===== src/rtl/vm_pkg.sv =====
// Shared widths, phase encoding and helpers for the vector-math pipeline
// (element_constructor, dot_product_accumulator and later stages).
package vm_pkg;

  localparam int unsigned ELEMENT_WIDTH_DEF = 3;
  localparam int unsigned VECTOR_LENGTH_DEF = 3;

  typedef enum logic {
    PHASE_A = 1'b0,
    PHASE_B = 1'b1
  } phase_e;

  // Ceiling log2 with clog2(0) = clog2(1) = 0.
  function automatic int unsigned clog2(input int unsigned v);
    int unsigned r;
    r = 0;
    for (int unsigned i = 0; i < 32; i++) begin
      if ((64'd1 << i) < 64'(v)) r = i + 1;
    end
    return r;
  endfunction

  function automatic int unsigned elem_w(input int unsigned element_width);
    return element_width * 8;
  endfunction

  function automatic int unsigned prod_w(input int unsigned element_width);
    return 2 * element_width * 8;
  endfunction

  function automatic int unsigned result_w(input int unsigned element_width,
                                           input int unsigned vector_length);
    return prod_w(element_width) + clog2(vector_length);
  endfunction

  localparam int unsigned ELEM_W   = elem_w(ELEMENT_WIDTH_DEF);
  localparam int unsigned PROD_W   = prod_w(ELEMENT_WIDTH_DEF);
  localparam int unsigned RESULT_W = result_w(ELEMENT_WIDTH_DEF, VECTOR_LENGTH_DEF);

endpackage


===== src/rtl/dot_product_accumulator_if.sv =====
// Element stream in, dot-product result out, for dot_product_accumulator.
interface dot_product_accumulator_if
  import vm_pkg::*;
#(
  parameter int unsigned ELEMENT_WIDTH = 3,
  parameter int unsigned VECTOR_LENGTH = 3
) ();

  localparam int unsigned EW = elem_w(ELEMENT_WIDTH);
  localparam int unsigned RW = result_w(ELEMENT_WIDTH, VECTOR_LENGTH);

  logic [EW-1:0] element;
  logic          element_ready;
  logic [RW-1:0] result;
  logic          result_valid;
  logic          busy;

  modport master (
    output element, element_ready,
    input  result, result_valid, busy
  );

  modport slave (
    input  element, element_ready,
    output result, result_valid, busy
  );

endinterface


===== src/rtl/mac_stage.sv =====
// Accumulates registered products; prod_first restarts the sum, prod_last
// publishes it as a one-cycle result pulse.
module mac_stage #(
  parameter int unsigned PROD_W = 48,
  parameter int unsigned RES_W  = 50
) (
  input  logic              clk,
  input  logic              reset,
  input  logic [PROD_W-1:0] prod,
  input  logic              prod_valid,
  input  logic              prod_first,
  input  logic              prod_last,
  output logic [RES_W-1:0]  result,
  output logic              result_valid
);

  logic [RES_W-1:0] acc;
  logic [RES_W-1:0] acc_c;

  always_comb begin
    acc_c = prod_first ? RES_W'(prod) : acc + RES_W'(prod);
  end

  always_ff @(posedge clk or negedge reset) begin
    if (!reset) begin
      acc          <= '0;
      result       <= '0;
      result_valid <= 1'b0;
    end else begin
      result_valid <= prod_valid & prod_last;
      if (prod_valid) begin
        acc <= acc_c;
        if (prod_last) result <= acc_c;
      end
    end
  end

endmodule


===== src/rtl/dot_product_accumulator.sv =====
// Unsigned dot product of interleaved A/B element streams: phase/pair tracking
// and the product register here, accumulation in mac_stage.
module dot_product_accumulator
  import vm_pkg::*;
#(
  parameter int unsigned ELEMENT_WIDTH = 3,
  parameter int unsigned VECTOR_LENGTH = 3
) (
  input  logic                      clk,
  input  logic                      reset,
  dot_product_accumulator_if.slave  bus
);

  localparam int unsigned EW = elem_w(ELEMENT_WIDTH);
  localparam int unsigned PW = prod_w(ELEMENT_WIDTH);
  localparam int unsigned RW = result_w(ELEMENT_WIDTH, VECTOR_LENGTH);
  localparam int unsigned CW = (VECTOR_LENGTH > 1) ? clog2(VECTOR_LENGTH) : 1;
  localparam logic [CW-1:0] LAST_PAIR = CW'(VECTOR_LENGTH - 1);

  phase_e        phase, phase_d;
  logic [CW-1:0] cnt, cnt_d;
  logic          busy, busy_d;
  logic [EW-1:0] a_reg;
  logic [PW-1:0] prod;
  logic          prod_valid, prod_first, prod_last;
  logic          take_a_c, take_b_c, take_a0_c;

  // State and datapath registers.
  always_ff @(posedge clk or negedge reset) begin
    if (!reset) begin
      phase      <= PHASE_A;
      cnt        <= '0;
      busy       <= 1'b0;
      a_reg      <= '0;
      prod       <= '0;
      prod_valid <= 1'b0;
      prod_first <= 1'b0;
      prod_last  <= 1'b0;
    end else begin
      phase      <= phase_d;
      cnt        <= cnt_d;
      busy       <= busy_d;
      prod_valid <= take_b_c;
      if (take_a_c) a_reg <= bus.element;
      if (take_b_c) begin
        prod       <= PW'(a_reg) * PW'(bus.element);
        prod_first <= (cnt == '0);
        prod_last  <= (cnt == LAST_PAIR);
      end
    end
  end

  // Next phase, pair count and busy; a new A0 on the closing edge keeps busy high.
  always_comb begin
    phase_d = phase;
    cnt_d   = cnt;
    busy_d  = busy;
    if (take_a_c) phase_d = PHASE_B;
    if (take_b_c) begin
      phase_d = PHASE_A;
      cnt_d   = (cnt == LAST_PAIR) ? '0 : cnt + CW'(1);
    end
    if (prod_valid && prod_last) busy_d = 1'b0;
    if (take_a0_c) busy_d = 1'b1;
  end

  // Strobe decode.
  always_comb begin
    take_a_c  = 1'b0;
    take_b_c  = 1'b0;
    take_a0_c = 1'b0;
    if (bus.element_ready) begin
      take_a_c  = (phase == PHASE_A);
      take_b_c  = (phase == PHASE_B);
      take_a0_c = (phase == PHASE_A) && (cnt == '0);
    end
  end

  assign bus.busy = busy;

  mac_stage #(
    .PROD_W (PW),
    .RES_W  (RW)
  ) u_mac (
    .clk          (clk),
    .reset        (reset),
    .prod         (prod),
    .prod_valid   (prod_valid),
    .prod_first   (prod_first),
    .prod_last    (prod_last),
    .result       (bus.result),
    .result_valid (bus.result_valid)
  );

endmodule


===== src/flat_wrapper.sv =====
// flat-port wrapper written by rule: the top's interface ports become plain ports
module dot_product_accumulator_flat import vm_pkg::*;
#(
  parameter int unsigned ELEMENT_WIDTH = 3,
  parameter int unsigned VECTOR_LENGTH = 3
)
  (clk, reset, bus_element, bus_element_ready, bus_result, bus_result_valid, bus_busy);
  dot_product_accumulator_if #(.ELEMENT_WIDTH(ELEMENT_WIDTH), .VECTOR_LENGTH(VECTOR_LENGTH)) bus_i ();
  input  logic clk;
  input  logic reset;
  input wire logic [$bits(bus_i.element)-1:0] bus_element;
  input wire logic [$bits(bus_i.element_ready)-1:0] bus_element_ready;
  output wire logic [$bits(bus_i.result)-1:0] bus_result;
  output wire logic [$bits(bus_i.result_valid)-1:0] bus_result_valid;
  output wire logic [$bits(bus_i.busy)-1:0] bus_busy;
  assign bus_i.element = bus_element;
  assign bus_i.element_ready = bus_element_ready;
  assign bus_result = bus_i.result;
  assign bus_result_valid = bus_i.result_valid;
  assign bus_busy = bus_i.busy;
  dot_product_accumulator #(.ELEMENT_WIDTH(ELEMENT_WIDTH), .VECTOR_LENGTH(VECTOR_LENGTH)) u_core (.clk(clk), .reset(reset), .bus(bus_i));
endmodule

===== config.mk =====
export PLATFORM = sky130hd
export DESIGN_NAME = dot_product_accumulator_flat
export DESIGN_NICKNAME = d
export VERILOG_FILES = /design/src/rtl/vm_pkg.sv /design/src/rtl/dot_product_accumulator_if.sv /design/src/rtl/mac_stage.sv /design/src/rtl/dot_product_accumulator.sv /design/src/flat_wrapper.sv
export SDC_FILE = /design/constraint.sdc
export NUM_CORES = 2
export LEC_CHECK = 0
export ABC_CLOCK_PERIOD_IN_PS = 7400
export BUFFER_PORTS_ARGS = -buffer_cell sky130_fd_sc_hd__buf_2
export CORE_MARGIN = 2
export CORE_UTILIZATION = 55
export DETAILED_ROUTE_END_ITERATION = 12
export PLACE_DENSITY = 0.72
export RECOVER_POWER = 50
export SLEW_MARGIN = 5
export SYNTH_ARGS = -nofsm -noshare
export SYNTH_HDL_FRONTEND = slang
export SYNTH_SLANG_ARGS = --single-unit

===== constraint.sdc =====
create_clock -name clk -period 7.4 [get_ports clk]
set_input_delay 1.48 -clock clk [delete_from_list [all_inputs] [get_ports clk]]
set_output_delay 1.48 -clock clk [all_outputs]
set_load 0.02 [all_outputs]

==> out/qor.txt <==
Status: finished with violations
Failing checks: max-capacitance violations, max-slew violations
Post-DRT Antenna Nets: 0
Synth warn: 0
CTS tree: done
Synth area leaders: fa_1 (34%), dfrtp_1 (16%), ha_1 (9.6%)
Total congestion overflow: 0
#FFs+latches synth: 179
Startpoint Class: input port
Ys async rst share: 100%
Fmax: 137 MHz
Area Overhead vs Synth: 12.2%
Min Clock Period, post-route: 7.29 ns
Seq/Total Area, Yosys: 15.5%
Num CTS Buffers: 17
Mapped Cells: 3263
Final period util: 98.5%
Clock latency on the worst-skew pair: 0.47 ns
Drt pass-1 iters: 8
CTS sink count: 179
Final Net Count: 4133
Final Skew: 0.0136 ns
WL final: 77900 µm
Buffers on Ports: 78
Hold Path Stages: 2
Initial antenna violation count: 1
Final core utilization: 62.7%
RD Place Congestion: 0.939
GRT Overall Usage: 29.6%
Reg2reg path depth: 25
Root Buffer: clkbuf_16
Clk slew on worst S/H paths: 0.07 ns
Worst-margin pin slew: 5.11 ns
Slowest stage delay, CP: 0.60 ns
Placed cell areas: 31100 µm²
Fraction of layout cells with a size suffix above 1: 12.1%
Mapped Area: 28900 µm²
Cell type with the largest total area after synthesis: fa_1
Maximum fanout along the worst path: 6
Worst path required time: 7.73 ns
Die height: 233 µm
Die X: 233 µm
Yosys top cell area share: 33.5%
Pre-CTS WS: -0.741 ns
CP endpoint kind: flip-flop
Num rows: 83
Min-delay worst type: flip-flop to flip-flop
Dpl hpwl: 62600 µm
Vias per inst: 5.62
DRC Markers: 0
Max Cap Viol: 4
Slowest-stage cell, CP: fa_1
WS Path Type: input port to flip-flop
Wire per inst: 19.0 µm
RSZ-0062 raised after global routing: yes
Core area: 51600 µm²
Synth unique cells: 70
Final instance area: 32400 µm²
Htree depth: 4
CP Data Arrival Time: 7.62 ns
Hold Fails Final Rpt: 0
Slew Limit Fails: 273
Syn avg cell area: 8.84 µm²
Final setup fails: 0
Top Registers: u_core.u_mac.acc: 50 flops, u_core.u_mac.result: 50 flops, u_core.prod: 48 flops
Largest net degree at the start of global routing: 97
Most common cell after layout, fill and taps aside: inv_1
Global-route wire length before repair: 126000 µm
Filler cells: 4392
Syn nets: 3995
Die area: 54300 µm²
Vias in the first global route: 24159
Main synth FF type: dfrtp_1
Initial Util: 55.9%
Slew headroom: -241%
Initial DRC count: 1656
Vias: 23032
Most numerous cell on the critical path: fa_1
Commonest non-fill, non-tap cells in the layout: inv_1 (579), fa_1 (474), nand2_1 (461)
Crit path max-delay family: adder cells
Number of cells on the critical path: 26
I/O pin count: 79
Hold Buf Count CTS: 0
Clock Path Buffers: 2
Worst path bufs/invs: 8
Setup ws final: 0.109 ns
Number of enable flip-flop cells after synthesis: 0
-- timing repair --
action | in CTS | in global routing
setup buffers | 3 | 8
pin swaps | 16 | 53
gates resized for setup | 26 | 111
cloned | 0 | 4
setup endpoints to repair | 15 | 22
-- kinds of logic after synthesis --
group | after synthesis | synth area share (%)
adder cells (fa/ha/maj) | 705 | 43.1
flip-flops | 179 | 15.5
XOR/XNOR | 82 | 2.49
multiplexers | 50 | 1.88
AND/OR/NAND/NOR | 984 | 16.4
AO/OA/AOI/OAI | 501 | 10.5
buffers and inverters | 762 | 9.99
-- through the flow --
stage | hold slack, ns | instances | setup TNS [ns]
6_report | 0.481 | 4095 | 0
5_1_grt | 0.518 | 4095 | -0.275
4_1_cts | 0.481 | 4083 | 0
3_5_place_dp | 0.465 | 4049 | -13.55
3_3_place_gp | 0.457 | 4049 | -9.34
2_1_floorplan | 0.439 | 3263 | 0
-- cell type report --
cell class	count	area, µm²	area share (%)
diodes	1	2.50	0.00773
repair buffers	295	2260	6.99
clock buffers	17	425	1.31
clock inverters	15	190	0.588
multi-input cells	2322	22000	67.8
well taps	680	851	2.63
inverters	586	2200	6.80
flip-flops and latches	179	4480	13.8
-- layer usage --
layer	share of wire, %	routed length [µm]	global-route usage [%]	vias to the layer above
li1	-	-	-	10452
met1	42	32500	39.3	11682
met2	49	38500	50.7	757
met3	5.9	4590	3.72	141
met4	2.9	2280	8.90	0
met5	0	0	0	-
-- worst reg2reg max path: stages (launching register included) --
cell,delay (ns)
dfrtp_1,0.66
buf_12,0.23
nand2_1,0.09
fa_1,0.49
fa_1,0.57
inv_2,0.05
fa_1,0.60
inv_2,0.05
fa_1,0.50
inv_2,0.04
fa_1,0.50
fa_1,0.54
inv_2,0.04
fa_1,0.51
inv_2,0.05
ha_4,0.27
and3_4,0.17
and2_4,0.14
o21a_1,0.16
o2111a_1,0.23
o22ai_2,0.10
o31ai_4,0.36
a31oi_4,0.19
buf_6,0.16
nand2_2,0.04
o211ai_1,0.08
-- cells in the mapped netlist, types with 5 or more instances --
library cell / instances
a211oi_1: 13
nor2b_1: 8
mux2i_1: 17
xnor2_1: 41
fa_1: 483
xor2_1: 41
mux2_2: 33
a21oi_1: 158
nand3_1: 30
dfrtp_1: 179
inv_1: 586
nand2b_1: 6
a31oi_1: 17
o21bai_1: 17
nor2_1: 93
o21ai_1: 5
buf_1: 6
ha_1: 222
o211ai_1: 11
o21ai_0: 159
a21o_1: 45
a21boi_0: 7
nand4_1: 17
o21a_1: 12
clkbuf_1: 164
nand2_1: 470
and2_1: 298
and4_1: 6
nor3_1: 12
a41oi_1: 9
o31ai_1: 10
and3_1: 18
-- final timing paths --
path	from	slack, ns	end
worst max-delay path	bus_element[13]	0.11	u_core.prod[42]$_DFFE_PN0P_
worst min-delay path	u_core.u_mac.result[2]$_DFFE_PN0P_	0.48	u_core.u_mac.result[2]$_DFFE_PN0P_
worst max register to register	u_core.a_reg[9]$_DFFE_PN0P_	0.45	u_core.prod[42]$_DFFE_PN0P_
worst min register to register	u_core.u_mac.result[2]$_DFFE_PN0P_	0.48	u_core.u_mac.result[2]$_DFFE_PN0P_
max in group asynchronous	reset	1.26	u_core.cnt[0]$_DFFE_PN0P_
min in group asynchronous	reset	2.86	u_core.u_mac.result[34]$_DFFE_PN0P_
Power is not shown: default switching activity piles up to over one toggle a cycle in this logic, so the estimate is an artifact.
